==> src/rtl/dsp_slice_pkg.sv <==
`default_nettype none
// ============================================================================
//  Module   : dsp_slice_pkg
//  Brief    : Shared encodings, width derivation and saturation helpers
//             for the parametrised DSP slice.
//  Revision : 1.0  initial release
// ============================================================================
package dsp_slice_pkg;

  localparam logic [1:0] FUNC_MUL    = 2'b00;
  localparam logic [1:0] FUNC_MULADD = 2'b01;
  localparam logic [1:0] FUNC_PREADD = 2'b10;
  localparam logic [1:0] FUNC_DOT    = 2'b11;

  function automatic int calc_rwidth(input int dwidth, input int guard);
    return 2 * dwidth + guard;
  endfunction

  // Clamp a sign-extended value into the signed range of a w-bit word.
  function automatic logic signed [63:0] sat_clamp(input logic signed [63:0] v,
                                                   input int w);
    logic signed [63:0] hi;
    logic signed [63:0] lo;
    hi = (64'sd1 <<< (w - 1)) - 64'sd1;
    lo = -(64'sd1 <<< (w - 1));
    if (v > hi)      return hi;
    else if (v < lo) return lo;
    else             return v;
  endfunction

  function automatic logic fits(input logic signed [63:0] v, input int w);
    return (v == sat_clamp(v, w));
  endfunction

endpackage
`default_nettype wire

==> src/rtl/dsp_slice_param_if.sv <==
`default_nettype none
// ============================================================================
//  Module   : dsp_slice_param_if
//  Brief    : Operand, control, scan, cascade and result bundle of the slice.
//  Revision : 1.0  initial release
// ============================================================================
interface dsp_slice_param_if
  import dsp_slice_pkg::*;
#(
  parameter int DWIDTH = 8,
  parameter int LANES  = 2,
  parameter int GUARD  = 4
) ();
  localparam int RWIDTH = calc_rwidth(DWIDTH, GUARD);

  logic                      enable;
  logic                      in_valid;
  logic [1:0]                func;
  logic                      loadconst;
  logic                      accumulate;
  logic                      negate;
  logic                      sub;
  logic                      scan_en;
  logic [LANES*DWIDTH-1:0]   y;
  logic [LANES*DWIDTH-1:0]   z;
  logic [LANES*DWIDTH-1:0]   x;
  logic [LANES*RWIDTH-1:0]   constant;
  logic [DWIDTH-1:0]         scanin;
  logic [DWIDTH-1:0]         scanout;
  logic [RWIDTH-1:0]         chainin;
  logic [RWIDTH-1:0]         chainout;
  logic [LANES*RWIDTH-1:0]   result;
  logic                      out_valid;
  logic [LANES-1:0]          ovf;

  modport master (
    output enable, in_valid, func, loadconst, accumulate, negate, sub, scan_en,
    output y, z, x, constant, scanin, chainin,
    input  scanout, chainout, result, out_valid, ovf
  );

  modport slave (
    input  enable, in_valid, func, loadconst, accumulate, negate, sub, scan_en,
    input  y, z, x, constant, scanin, chainin,
    output scanout, chainout, result, out_valid, ovf
  );
endinterface
`default_nettype wire

==> src/rtl/dsp_mac_lane.sv <==
`default_nettype none
// ============================================================================
//  Module   : dsp_mac_lane
//  Brief    : One MAC lane: S2 term formation and S3 accumulate/saturate.
//  Revision : 1.0  initial release
// ============================================================================
module dsp_mac_lane
  import dsp_slice_pkg::*;
#(
  parameter int DWIDTH = 8,
  parameter int RWIDTH = 20,
  parameter int SAT    = 1
) (
  input  logic                     clk,
  input  logic                     rst,
  input  logic                     i_en,
  input  logic signed [DWIDTH-1:0] i_y,
  input  logic signed [DWIDTH-1:0] i_z,
  input  logic signed [DWIDTH-1:0] i_x,
  input  logic [1:0]               i_func,
  input  logic                     i_negate,
  input  logic                     i_valid,
  input  logic                     i_loadconst,
  input  logic                     i_accumulate,
  input  logic signed [RWIDTH-1:0] i_const,
  input  logic signed [RWIDTH:0]   i_addend,
  output logic signed [RWIDTH-1:0] o_prod,
  output logic signed [RWIDTH-1:0] o_acc,
  output logic                     o_ovf
);
  localparam int EXT = RWIDTH - DWIDTH;
  localparam int SW  = RWIDTH + 2;

  logic signed [RWIDTH-1:0] w_y, w_z, w_x, w_prod, w_raw, w_term, w_base, w_next;
  logic signed [SW-1:0]     w_sum;
  logic signed [63:0]       w_sum64, w_clamped;
  logic                     w_fits;
  logic signed [RWIDTH-1:0] r_t, r_acc;
  logic                     r_ovf;

  assign w_y    = {{EXT{i_y[DWIDTH-1]}}, i_y};
  assign w_z    = {{EXT{i_z[DWIDTH-1]}}, i_z};
  assign w_x    = {{EXT{i_x[DWIDTH-1]}}, i_x};
  assign w_prod = w_y * w_z;
  assign o_prod = w_prod;

  always_comb begin
    w_raw = w_prod;
    case (i_func)
      FUNC_MULADD: w_raw = w_prod + w_x;
      FUNC_PREADD: w_raw = (w_y + w_x) * w_z;
      default:     w_raw = w_prod;
    endcase
  end

  assign w_term = i_negate ? -w_raw : w_raw;

  always_ff @(posedge clk) begin
    if (rst)       r_t <= '0;
    else if (i_en) r_t <= w_term;
  end

  always_comb begin
    w_base = '0;
    if (i_loadconst)       w_base = i_const;
    else if (i_accumulate) w_base = r_acc;
  end

  // Two headroom bits keep base + term + addend exact before clamping.
  assign w_sum     = {{2{w_base[RWIDTH-1]}}, w_base} + {{2{r_t[RWIDTH-1]}}, r_t}
                   + {i_addend[RWIDTH], i_addend};
  assign w_sum64   = {{(64-SW){w_sum[SW-1]}}, w_sum};
  assign w_clamped = sat_clamp(w_sum64, RWIDTH);
  assign w_fits    = fits(w_sum64, RWIDTH);
  assign w_next    = (SAT != 0) ? RWIDTH'(w_clamped) : w_sum[RWIDTH-1:0];

  always_ff @(posedge clk) begin
    if (rst) begin
      r_acc <= '0;
      r_ovf <= 1'b0;
    end else if (i_en && i_valid) begin
      r_acc <= w_next;
      if (!w_fits) r_ovf <= 1'b1;
    end
  end

  assign o_acc = r_acc;
  assign o_ovf = r_ovf;
endmodule
`default_nettype wire

==> src/rtl/dsp_slice_param.sv <==
`default_nettype none
// ============================================================================
//  Module   : dsp_slice_param
//  Brief    : LANES-wide pipelined signed MAC slice with pre-adder, dot mode,
//             scan chain through S1 y-registers and a lane-0 cascade input.
//  Revision : 1.0  initial release
// ============================================================================
module dsp_slice_param
  import dsp_slice_pkg::*;
#(
  parameter int DWIDTH = 8,
  parameter int LANES  = 2,
  parameter int GUARD  = 4,
  parameter int SAT    = 1
) (
  input  logic             clk,
  input  logic             clr,
  dsp_slice_param_if.slave bus
);
  localparam int RWIDTH = calc_rwidth(DWIDTH, GUARD);

  logic signed [DWIDTH-1:0] r_s1_y [LANES];
  logic signed [DWIDTH-1:0] r_s1_z [LANES];
  logic signed [DWIDTH-1:0] r_s1_x [LANES];
  logic [1:0]               r_s1_func;
  logic                     r_s1_negate, r_s1_loadconst, r_s1_accumulate, r_s1_sub;
  logic                     r_s1_valid;

  logic                     r_s2_valid, r_s2_loadconst, r_s2_accumulate, r_s2_sub;
  logic signed [RWIDTH-1:0] r_s2_dot;
  logic                     r_out_valid;

  logic signed [RWIDTH-1:0] w_prod [LANES];
  logic signed [RWIDTH-1:0] w_acc  [LANES];
  logic [LANES-1:0]         w_ovf;
  logic signed [RWIDTH-1:0] w_dot_sum;
  logic signed [RWIDTH:0]   w_chain_in, w_chain, w_addend0;
  logic [LANES*RWIDTH-1:0]  w_result;

  always_ff @(posedge clk) begin
    if (clr) begin
      for (int i = 0; i < LANES; i++) begin
        r_s1_y[i] <= '0;
        r_s1_z[i] <= '0;
        r_s1_x[i] <= '0;
      end
      r_s1_func       <= FUNC_MUL;
      r_s1_negate     <= 1'b0;
      r_s1_loadconst  <= 1'b0;
      r_s1_accumulate <= 1'b0;
      r_s1_sub        <= 1'b0;
      r_s1_valid      <= 1'b0;
    end else if (bus.enable) begin
      if (bus.scan_en) begin
        r_s1_y[0] <= bus.scanin;
        for (int i = 1; i < LANES; i++) r_s1_y[i] <= r_s1_y[i-1];
        r_s1_valid <= 1'b0;
      end else begin
        for (int i = 0; i < LANES; i++) begin
          r_s1_y[i] <= bus.y[i*DWIDTH +: DWIDTH];
          r_s1_z[i] <= bus.z[i*DWIDTH +: DWIDTH];
          r_s1_x[i] <= bus.x[i*DWIDTH +: DWIDTH];
        end
        r_s1_func       <= bus.func;
        r_s1_negate     <= bus.negate;
        r_s1_loadconst  <= bus.loadconst;
        r_s1_accumulate <= bus.accumulate;
        r_s1_sub        <= bus.sub;
        r_s1_valid      <= bus.in_valid;
      end
    end
  end

  assign bus.scanout = r_s1_y[LANES-1];

  // Lane 0 already holds its own product; the dot term adds the other lanes.
  always_comb begin
    w_dot_sum = '0;
    for (int i = 1; i < LANES; i++) w_dot_sum = w_dot_sum + w_prod[i];
  end

  always_ff @(posedge clk) begin
    if (clr) begin
      r_s2_valid      <= 1'b0;
      r_s2_loadconst  <= 1'b0;
      r_s2_accumulate <= 1'b0;
      r_s2_sub        <= 1'b0;
      r_s2_dot        <= '0;
      r_out_valid     <= 1'b0;
    end else begin
      r_out_valid <= bus.enable & r_s2_valid;
      if (bus.enable) begin
        r_s2_valid      <= r_s1_valid;
        r_s2_loadconst  <= r_s1_loadconst;
        r_s2_accumulate <= r_s1_accumulate;
        r_s2_sub        <= r_s1_sub;
        r_s2_dot        <= (r_s1_func == FUNC_DOT)
                           ? (r_s1_negate ? -w_dot_sum : w_dot_sum) : '0;
      end
    end
  end

  assign w_chain_in = {bus.chainin[RWIDTH-1], bus.chainin};
  assign w_chain    = r_s2_sub ? -w_chain_in : w_chain_in;
  assign w_addend0  = {r_s2_dot[RWIDTH-1], r_s2_dot} + w_chain;

  for (genvar i = 0; i < LANES; i++) begin : g_lane
    logic signed [RWIDTH:0] w_addend;
    assign w_addend = (i == 0) ? w_addend0 : '0;

    dsp_mac_lane #(
      .DWIDTH (DWIDTH),
      .RWIDTH (RWIDTH),
      .SAT    (SAT)
    ) u_lane (
      .clk          (clk),
      .rst          (clr),
      .i_en         (bus.enable),
      .i_y          (r_s1_y[i]),
      .i_z          (r_s1_z[i]),
      .i_x          (r_s1_x[i]),
      .i_func       (r_s1_func),
      .i_negate     (r_s1_negate),
      .i_valid      (r_s2_valid),
      .i_loadconst  (r_s2_loadconst),
      .i_accumulate (r_s2_accumulate),
      .i_const      (bus.constant[i*RWIDTH +: RWIDTH]),
      .i_addend     (w_addend),
      .o_prod       (w_prod[i]),
      .o_acc        (w_acc[i]),
      .o_ovf        (w_ovf[i])
    );
  end

  always_comb begin
    w_result = '0;
    for (int i = 0; i < LANES; i++) w_result[i*RWIDTH +: RWIDTH] = w_acc[i];
  end

  assign bus.result    = w_result;
  assign bus.chainout  = w_acc[LANES-1];
  assign bus.ovf       = w_ovf;
  assign bus.out_valid = r_out_valid;
endmodule
`default_nettype wire

==> src/flat_wrapper.sv <==
// flat-port wrapper written by rule: the top's interface ports become plain ports
module dsp_slice_param_flat import dsp_slice_pkg::*;
#(
  parameter int DWIDTH = 8,
  parameter int LANES  = 2,
  parameter int GUARD  = 4,
  parameter int SAT    = 1
)
  (clk, clr, bus_enable, bus_in_valid, bus_func, bus_loadconst, bus_accumulate, bus_negate, bus_sub, bus_scan_en, bus_y, bus_z, bus_x, bus_constant, bus_scanin, bus_chainin, bus_scanout, bus_chainout, bus_result, bus_out_valid, bus_ovf);
  dsp_slice_param_if #(.DWIDTH(DWIDTH), .LANES(LANES), .GUARD(GUARD)) bus_i ();
  input  logic clk;
  input  logic clr;
  input wire logic [$bits(bus_i.enable)-1:0] bus_enable;
  input wire logic [$bits(bus_i.in_valid)-1:0] bus_in_valid;
  input wire logic [$bits(bus_i.func)-1:0] bus_func;
  input wire logic [$bits(bus_i.loadconst)-1:0] bus_loadconst;
  input wire logic [$bits(bus_i.accumulate)-1:0] bus_accumulate;
  input wire logic [$bits(bus_i.negate)-1:0] bus_negate;
  input wire logic [$bits(bus_i.sub)-1:0] bus_sub;
  input wire logic [$bits(bus_i.scan_en)-1:0] bus_scan_en;
  input wire logic [$bits(bus_i.y)-1:0] bus_y;
  input wire logic [$bits(bus_i.z)-1:0] bus_z;
  input wire logic [$bits(bus_i.x)-1:0] bus_x;
  input wire logic [$bits(bus_i.constant)-1:0] bus_constant;
  input wire logic [$bits(bus_i.scanin)-1:0] bus_scanin;
  input wire logic [$bits(bus_i.chainin)-1:0] bus_chainin;
  output wire logic [$bits(bus_i.scanout)-1:0] bus_scanout;
  output wire logic [$bits(bus_i.chainout)-1:0] bus_chainout;
  output wire logic [$bits(bus_i.result)-1:0] bus_result;
  output wire logic [$bits(bus_i.out_valid)-1:0] bus_out_valid;
  output wire logic [$bits(bus_i.ovf)-1:0] bus_ovf;
  assign bus_i.enable = bus_enable;
  assign bus_i.in_valid = bus_in_valid;
  assign bus_i.func = bus_func;
  assign bus_i.loadconst = bus_loadconst;
  assign bus_i.accumulate = bus_accumulate;
  assign bus_i.negate = bus_negate;
  assign bus_i.sub = bus_sub;
  assign bus_i.scan_en = bus_scan_en;
  assign bus_i.y = bus_y;
  assign bus_i.z = bus_z;
  assign bus_i.x = bus_x;
  assign bus_i.constant = bus_constant;
  assign bus_i.scanin = bus_scanin;
  assign bus_i.chainin = bus_chainin;
  assign bus_scanout = bus_i.scanout;
  assign bus_chainout = bus_i.chainout;
  assign bus_result = bus_i.result;
  assign bus_out_valid = bus_i.out_valid;
  assign bus_ovf = bus_i.ovf;
  dsp_slice_param #(.DWIDTH(DWIDTH), .LANES(LANES), .GUARD(GUARD), .SAT(SAT)) u_core (.clk(clk), .clr(clr), .bus(bus_i));
endmodule
==> config.mk <==
export PLATFORM = sky130hd
export DESIGN_NAME = dsp_slice_param_flat
export DESIGN_NICKNAME = d
export VERILOG_FILES = /design/src/rtl/dsp_slice_pkg.sv /design/src/rtl/dsp_slice_param_if.sv /design/src/rtl/dsp_mac_lane.sv /design/src/rtl/dsp_slice_param.sv /design/src/flat_wrapper.sv
export SDC_FILE = /design/constraint.sdc
export NUM_CORES = 1
export LEC_CHECK = 0
export CAP_MARGIN = 20
export CELL_PAD_IN_SITES_DETAIL_PLACEMENT = 1
export CELL_PAD_IN_SITES_GLOBAL_PLACEMENT = 2
export CORE_MARGIN = 5
export CORE_UTILIZATION = 40
export DETAILED_ROUTE_END_ITERATION = 16
export PLACE_DENSITY = 0.85
export SETUP_SLACK_MARGIN = 0.1
export SLEW_MARGIN = 40
export SYNTH_ARGS = -nofsm -noshare
export SYNTH_HDL_FRONTEND = slang
export SYNTH_SLANG_ARGS = --single-unit
export TNS_END_PERCENT = 10
==> constraint.sdc <==
create_clock -name clk -period 15.8 [get_ports clk]
set_clock_uncertainty 0.05 [all_clocks]
set_input_delay 2.37 -clock clk [delete_from_list [all_inputs] [get_ports clk]]
set_output_delay 2.37 -clock clk [all_outputs]
set_load 0.05 [all_outputs]
==> out/metrics.sh, run 1 <==
VIAS_PER_CELL=5.44
COMBINED_AREA_OF_THE_MULTI_INPUT_LOGIC_CELLS_UM2=19100
HOLD_PATH.CLASS='reg -> reg'
YS_SEQ_ELEMENTS=162
TIMING.RR.START='u_core.r_s1_y[0][8]$_DFFE_PP_'
SUMMED_INSTANCE_AREA_OF_THE_SYNTHESIZED_NETLIST_UM2=24700
SYN_TO_FINAL_GROWTH_PCT=12.9
P_CLK_FRAC=0.087
WORST_EP_ARRIVAL_TIME_NS=10.32
GRT_ANTENNA_BEFORE_REPAIR=1
WORSTPATHBUFFERINVERTERCOUNT=3
CLK_LAT_WORST_SKEW_NS=0.49
TRITONCTS='done'
CTS.REPAIR_TIMING.SETUP_BUFFER_COUNT=0
CRIT_PATH_LAUNCH='bus_chainin[0]'
DR.PASS1.ITERS=5
PATH_COMMON_CELL='sky130_fd_sc_hd__ha_1'
YOSYS_MOST_USED_DFF='sky130_fd_sc_hd__dfxtp_1'
CTSHOLDBUFFERS=0
POSTSYNTHCELLCOUNT=2920
PLACE_INST=3807
TIMING.CRITICAL_PATH.SLOWEST_CELL_DELAY_NS=0.68
WORST-SLEW-PIN-TRANSITION_NS=0.914
FINALWIRELENGTH_MM=77.1
REG_AREA_UM2=3730
ANTENNA_CELLS_INSERTED=0
FIN_TNS_SETUP_NS=0
NUMCTSBUFFERS=17
CORE.ROWCOUNT=91
CLK_PIN_SLEW_NS=0.07
FLOORPLAN.DIE.WIDTH_UM=258
LAYOUT.NETS=3659
TIMING.CRITICAL_PATH.FROM_TYPE='input port'
TIMING.CRITICAL_PATH.REQUIRED_NS=16.09
SETUP_REPAIR_AFTER_GLOBAL_ROUTING_MISSED_ITS_MARGIN='no'
SYNTH-SEQ-AREA-SHARE=0.151
GATE_FAMILY_RESPONSIBLE_FOR_THE_MOST_DELAY_ALONG_THE_WORST_PATH='compound AO/OA/AOI/OAI gates'
HOLD-WORST-SLACK_NS=0.416
SEQ_POWER_SHARE=0.112
LAYOUT-DRIVE-GT1-SHARE=0.0387
LAYOUT_COMMON_CELLS='367 x sky130_fd_sc_hd__inv_1, 305 x sky130_fd_sc_hd__nand2_1, 260 x sky130_fd_sc_hd__fa_1'
GRT_FIRST_PASS_WIRELENGTH_MM=124
FINAL.MIN_CLOCK_PERIOD_NS=10.03
CTS_ROOT_BUF='sky130_fd_sc_hd__clkbuf_16'
DETAIL_ROUTE.WL_PER_CELL_UM=20.1
POST_LAYOUT_NONFILLER_INSTANCES=3839
REPORT.POWER.TOTAL_mW=4.81
VIAS=20900
MOSTFREQUENTLAYOUTCELL='sky130_fd_sc_hd__inv_1'
SYNTH_AREA_PER_CELL_UM2=8.45
TIMING.SLEW.HEADROOM=0.387
NFILLCELLS=7213
GRT.OVERFLOW.TOTAL=0
MIN_FROM='u_core.g_lane[1].u_lane.r_t[19]$_SDFFE_PP0P_'
GRT_MAX_DEGREE=75
GR-USAGE-ALL-LAYERS=0.231
MAPPEDNETLISTNETS=3543
DETAIL_ROUTE.ITER0.VIOLATIONS=938
CLOCKBUFFERDEPTH=2
FP.DIEAREA_UM2=66700
DIE_HEIGHT_UM=258
SYNTH_EDF_COUNT=48
INITIAL_UTILIZATION=0.402
P_SWITCHING_mW=2.60
FINAL_MAX_SLEW_VIOL_COUNT=0
IR_WORST_VDD_mV=0.127
DESIGN.CORE.AREA_UM2=61400
SYNTH-ASYNC-RESET-RATIO=0
CTS_RESIZED=0
MAX_CAP_VIOL_COUNT=0
CRIT_FANOUT=6
POWER_DENSITY_nW_PER_UM2=172
STATUS='complete, no violations'
HPWLAFTERDP_MM=63.9
FINAL-SETUP-VIOL-COUNT=0
POST-ROUTE-CELL-AREA_UM2=27900
P_COMB_FRAC=0.801
YS.WARNINGS.COUNT=0
GRT_PASS1_VIAS=22400
ENDPOINT_KIND='flip-flop'
FINALHOLDVIOLATIONS=0
DPL_CELL_AREA_UM2=27300
GP_CONGESTION=0.905
TRITONCTS_NUM_SINKS=162
FINALCRITPERIODSHARE=0.635
SWITCHING_SHARE=0.541
FINAL_ANTENNA_NET_COUNT=0
PORT_BUFFERS=197
CELLINTERNALPOWER_mW=2.20
CTS-HTREE-LEVELS=4
CLOCK.FMAX_MHz=99.7
YOSYSUNIQUECELLTYPES=91
TOTAL_LEAKAGE_POWER_nW=12.2
REMAINING_DRC_ERRORS=0
SETUP.WORST_PATH.CLASS='in -> reg'
WORST_PATH_MAX_DELAY_CELL='sky130_fd_sc_hd__o311ai_0'
IOPINCOUNT=198
## cells by family after synthesis
kind of cell    count (synthesis)  share of synthesized area
compound gates                567                      0.159
xor+xnor                      192                     0.0682
fa+ha+maj                     506                      0.335
buf+inv                       487                     0.0777
flops                         162                      0.151
mux                            48                     0.0197
simple gates                  958                      0.190
## worst min-delay path, stage by stage (launching register included)
cell	delay, ns
sky130_fd_sc_hd__dfxtp_1	0.32
sky130_fd_sc_hd__nand2_1	0.06
sky130_fd_sc_hd__nand2_1	0.04
## cell usage after synthesis (19+ instances only)
cell	count	share of area
sky130_fd_sc_hd__a211oi_1	66	0.020
sky130_fd_sc_hd__a21o_1	38	0.012
sky130_fd_sc_hd__a21oi_1	104	0.021
sky130_fd_sc_hd__and2_1	181	0.046
sky130_fd_sc_hd__buf_4	23	0.0070
sky130_fd_sc_hd__clkbuf_1	81	0.012
sky130_fd_sc_hd__dfxtp_1	114	0.093
sky130_fd_sc_hd__edfxtp_1	48	0.058
sky130_fd_sc_hd__fa_1	260	0.21
sky130_fd_sc_hd__ha_1	236	0.12
sky130_fd_sc_hd__inv_1	368	0.056
sky130_fd_sc_hd__mux2i_1	44	0.018
sky130_fd_sc_hd__nand2_1	305	0.046
sky130_fd_sc_hd__nand2b_1	62	0.016
sky130_fd_sc_hd__nand3_1	23	0.0047
sky130_fd_sc_hd__nor2_1	205	0.031
sky130_fd_sc_hd__nor2b_1	31	0.0079
sky130_fd_sc_hd__nor3_1	50	0.010
sky130_fd_sc_hd__o21ai_0	128	0.026
sky130_fd_sc_hd__o21ai_1	20	0.0041
sky130_fd_sc_hd__o31ai_1	23	0.0070
sky130_fd_sc_hd__or2_2	19	0.0048
sky130_fd_sc_hd__xnor2_1	127	0.045
sky130_fd_sc_hd__xor2_1	65	0.023
## layout make-up
type | instances | area share
Clock inverter | 15 | 0.00512
Tap cell | 790 | 0.0355
Sequential cell | 162 | 0.134
Multi-Input combinational cell | 2271 | 0.685
Inverter | 368 | 0.0496
Clock buffer | 17 | 0.0153
Timing Repair Buffer | 216 | 0.0758
## path summary, 6_finish.rpt
path	slack, ns	cells after the start	end
setup / recovery	5.77	34	u_core.g_lane[0].u_lane.o_ovf$_SDFFE_PP0P_
hold / removal	0.42	2	u_core.g_lane[1].u_lane.r_t[19]$_SDFFE_PP0P_
setup reg to reg	7.65	27	u_core.g_lane[1].u_lane.r_t[19]$_SDFFE_PP0P_
hold reg to reg	0.42	2	u_core.g_lane[1].u_lane.r_t[19]$_SDFFE_PP0P_
## through the flow
step | setup WS, ns | utilization
final | 5.77 | 0.454
after global routing | 5.16 | 0.454
after CTS | 5.82 | 0.454
after detailed placement | 5.30 | 0.444
after global placement | 5.54 | 0.444
after floorplan | 6.89 | -
## sequential cells by signal, summed over array words and instances (netlist names)
name and flops:
u_core.g_lane.u_lane.o_acc 40, u_core.g_lane.u_lane.r_t 40, u_core.r_s2_dot 20, u_core.r_s1_x 16, u_core.r_s1_y 16, u_core.r_s1_z 16, u_core.g_lane.u_lane.o_ovf 2, u_core.r_s1_func 2
u_core.bus.out_valid 1, u_core.r_s1_accumulate 1, u_core.r_s1_loadconst 1, u_core.r_s1_negate 1, u_core.r_s1_sub 1, u_core.r_s1_valid 1, u_core.r_s2_accumulate 1, u_core.r_s2_loadconst 1
u_core.r_s2_sub 1, u_core.r_s2_valid 1
## power groups by stage
stage                     clock network (mW)  logic, mW  registers [mW]
after global routing                   0.443       4.30           0.544
final                                  0.418       3.85           0.538
after detailed placement                   0       3.83           0.547
after CTS                              0.431       3.86           0.538
after floorplan                            0       2.80           0.517
after global placement                     0       3.69           0.545
## metal layers
metal | vias to the layer above | GRT usage | routed length (um)
met3 | 61 | 0.0286 | 2710
met1 | 10500 | 0.302 | 34700
li1 | 9989 | - | -
met2 | 354 | 0.413 | 38400
met4 | 2 | 0.0466 | 1170
met5 | - | 0 | 17
(Power assumes the default switching activity.)
==> inputs of run 2 (changes only) <==
Settings changed: CORE_UTILIZATION 40 to 34, PLACE_DENSITY 0.85 to 0.77.
Clock period 15.8 ns to 9 ns, I/O delays scaled along.
==> run 2 against run 1 <==
Utilization is 6.0 points lower. Non-clock buffer count rose by 17. Die area increased by 17%. Critical path depth is the same. Clock-buffer cell count unchanged. Cell count up 4.6%. Sequential cell count unchanged. Global-route usage is 2.3 points lower. Wire length grew 5.9%. Combinational power rose by 78%. Critical endpoint unchanged. Largest cell class unchanged. Largest power group unchanged.
==> out/metrics.sh, run 2 (synthesis gave the netlist of run 1 again) <==
TIMING.REG2REG.SETUP_SLACK_NS=0.71
CORE.ROWCOUNT=98
DETAIL_ROUTE.ITER0.VIOLATIONS=1000
GLOBAL_ROUTE.USAGE.MET2=0.358
DR.PASS1.ITERS=7
REMAINING_DRC_ERRORS=0
SWITCHING_SHARE=0.541
LAYOUT-DRIVE-GT1-SHARE=0.0473
CLOCK.FMAX_MHz=118
CLOCKBUFFERDEPTH=2
GR-USAGE-ALL-LAYERS=0.208
DETAIL_ROUTE.WL_PER_CELL_UM=20.3
P_CLK_FRAC=0.092
VIAS=20900
PATH_COMMON_CELL='sky130_fd_sc_hd__ha_1'
TRITONCTS_NUM_SINKS=162
P_COMB_FRAC=0.798
WORST_PATH_MAX_DELAY_CELL='sky130_fd_sc_hd__or4_1'
GLOBALROUTEMET1UTIL=0.275
MIN_PATH_CELLS=2
WHS_ENDPOINT='u_core.g_lane[1].u_lane.r_t[17]$_SDFFE_PP0P_'
GRT_FIRST_PASS_WIRELENGTH_MM=129
FINAL.MIN_CLOCK_PERIOD_NS=8.50
POST-ROUTE-WORST-SETUP-SLACK_NS=0.499
INITIAL_UTILIZATION=0.344
MOSTFREQUENTLAYOUTCELL='sky130_fd_sc_hd__inv_1'
TIMING.CRITICAL_PATH.REQUIRED_NS=9.30
TIMING.CRITICAL_PATH.FROM_TYPE='input port'
LAYOUT_COMMON_CELLS='368 x sky130_fd_sc_hd__inv_1, 305 x sky130_fd_sc_hd__nand2_1, 260 x sky130_fd_sc_hd__fa_1'
HPWLAFTERDP_MM=67.6
GRT.OVERFLOW.TOTAL=0
TIMING.RR.START='u_core.r_s1_y[0][0]$_DFFE_PP_'
VIAS_PER_CELL=5.21
GRT_PASS1_VIAS=22900
MIN_FROM='u_core.g_lane[1].u_lane.r_t[17]$_SDFFE_PP0P_'
REPORT.POWER.TOTAL_mW=8.57
GLOBALROUTE.BUSIESTLAYER='met2'
WORST-SLEW-PIN-TRANSITION_NS=0.830
IOPINCOUNT=198
CRIT_FANOUT=4
MAX_CAP_VIOL_COUNT=0
WORSTPATHBUFFERINVERTERCOUNT=3
REG2REG_TO='u_core.g_lane[0].u_lane.r_t[17]$_SDFFE_PP0P_'
P_SWITCHING_mW=4.64
PORT_BUFFERS=197
CTS_ROOT_BUF='sky130_fd_sc_hd__clkbuf_16'
GATE_FAMILY_RESPONSIBLE_FOR_THE_MOST_DELAY_ALONG_THE_WORST_PATH='compound AO/OA/AOI/OAI gates'
FP.DIEAREA_UM2=78000
GRT_UTIL_MET3=0.0303
FINAL_MAX_SLEW_VIOL_COUNT=0
GRT_MAX_DEGREE=72
SETUP.WORST_PATH.CLASS='in -> reg'
HOLD_PATH.CLASS='reg -> reg'
NUMCTSBUFFERS=17
DESIGN.CORE.AREA_UM2=71700
TOTAL_LEAKAGE_POWER_nW=12.3
FINAL_ANTENNA_NET_COUNT=0
FINALHOLDVIOLATIONS=0
GP_CONGESTION=0.862
FINALWIRELENGTH_MM=81.6
TIMING.CRITICAL_PATH.SLOWEST_CELL_DELAY_NS=0.53
FINAL-SETUP-VIOL-COUNT=0
CELLINTERNALPOWER_mW=3.93
IR_WORST_VDD_mV=0.151
ENDPOINT_KIND='flip-flop'
FINALCRITPERIODSHARE=0.945
FLOORPLAN.DIE.WIDTH_UM=279
CLK_LAT_WORST_SKEW_NS=0.52
WORSTREGTOREGCELLS=28
DIE_HEIGHT_UM=279
TIMING.SLEW.HEADROOM=0.447
GRT_ANTENNA_BEFORE_REPAIR=0
DP_SLACK_NS=-0.164
HOLD-WORST-SLACK_NS=0.410
SEQ_POWER_SHARE=0.110
LAYOUT.NETS=3676
WORST_EP_ARRIVAL_TIME_NS=8.80
SETUP_REPAIR_AFTER_GLOBAL_ROUTING_MISSED_ITS_MARGIN='no'
SYN_TO_FINAL_GROWTH_PCT=14.6
CLK_PIN_SLEW_NS=0.08
CTS-HTREE-LEVELS=4
STATUS='complete, no violations'
POWER_DENSITY_nW_PER_UM2=303
TRITONCTS='done'
run 2: cell count changes in the layout (fill, tap and decap cells not counted), moves of 2 or more:
cell / change
sky130_fd_sc_hd__buf_4: +16
sky130_fd_sc_hd__inv_6: +3
sky130_fd_sc_hd__inv_8: -3
sky130_fd_sc_hd__o21ai_0: -3
sky130_fd_sc_hd__o21ai_1: +3
sky130_fd_sc_hd__o311ai_0: -2
sky130_fd_sc_hd__o311ai_1: +2
run 2: final cells by class:
cell class | instances | area (um^2)
Fill cell | 8502 | 43500
Clock buffer | 17 | 425
Multi-Input combinational cell | 2271 | 19100
Tap cell | 950 | 1190
Inverter | 368 | 1380
Timing Repair Buffer | 233 | 2250
Antenna cell | 1 | 2.50
Clock inverter | 15 | 168
Sequential cell | 162 | 3730
run 2: how the worst max path moves through the flow:
stage / endpoint / depth (start not counted) / slack [ns] / from
after floorplan: u_core.g_lane[0].u_lane.o_ovf$_SDFFE_PP0P_ / 32 / 1.11 / bus_chainin[3]
after CTS: u_core.g_lane[0].u_lane.o_ovf$_SDFFE_PP0P_ / 35 / 0.35 / bus_chainin[1]
final: u_core.g_lane[0].u_lane.o_ovf$_SDFFE_PP0P_ / 34 / 0.50 / bus_chainin[0]
after detailed placement: u_core.g_lane[0].u_lane.o_ovf$_SDFFE_PP0P_ / 35 / -0.16 / bus_chainin[1]
after global routing: u_core.g_lane[0].u_lane.o_ovf$_SDFFE_PP0P_ / 34 / 0.05 / bus_chainin[0]
after global placement: u_core.g_lane[0].u_lane.o_ovf$_SDFFE_PP0P_ / 35 / 0.10 / bus_chainin[0]
run 2: what timing repair did:
action                                  4_1_cts  5_1_grt
buffers inserted                              0        1
hold endpoints to repair                      0        0
hold buffers                                  0        0
gates resized for setup                       0       15
endpoints found under the setup margin        0        1
run 2: metal layers:
layer,share of wire,wire [um]
met1,0.46,37700
met2,0.48,39100
met3,0.035,2890
met4,0.023,1900
met5,0,0
run 2: metrics by stage:
step | setup TNS, ns | utilization | area [um^2] | instances
2_1_floorplan | 0 | - | 24700 | 2920
3_3_place_gp | 0 | 0.384 | 27500 | 3981
3_5_place_dp | -0.164 | 0.385 | 27600 | 3983
4_1_cts | 0 | 0.393 | 28200 | 4015
5_1_grt | 0 | 0.394 | 28300 | 4016
6_report | 0 | 0.394 | 28300 | 4017
run 2: power by group through the flow:
stage	Combinational (mW)	Clock (mW)	Sequential, mW
global route	7.65	0.832	0.956
floorplan	4.92	0	0.907
detailed placement	6.82	0	0.960
finish	6.84	0.784	0.945
CTS	6.87	0.813	0.945
global placement	6.62	0	0.960
run 2: worst reg2reg max path, delay by kind of cell (launching register included):
kind            cells  cell delay, ns
fa+ha+maj           7            2.91
compound gates      9            2.42
simple gates        8            1.60
flops               1            0.52
mux                 2            0.52
buf+inv             2            0.17
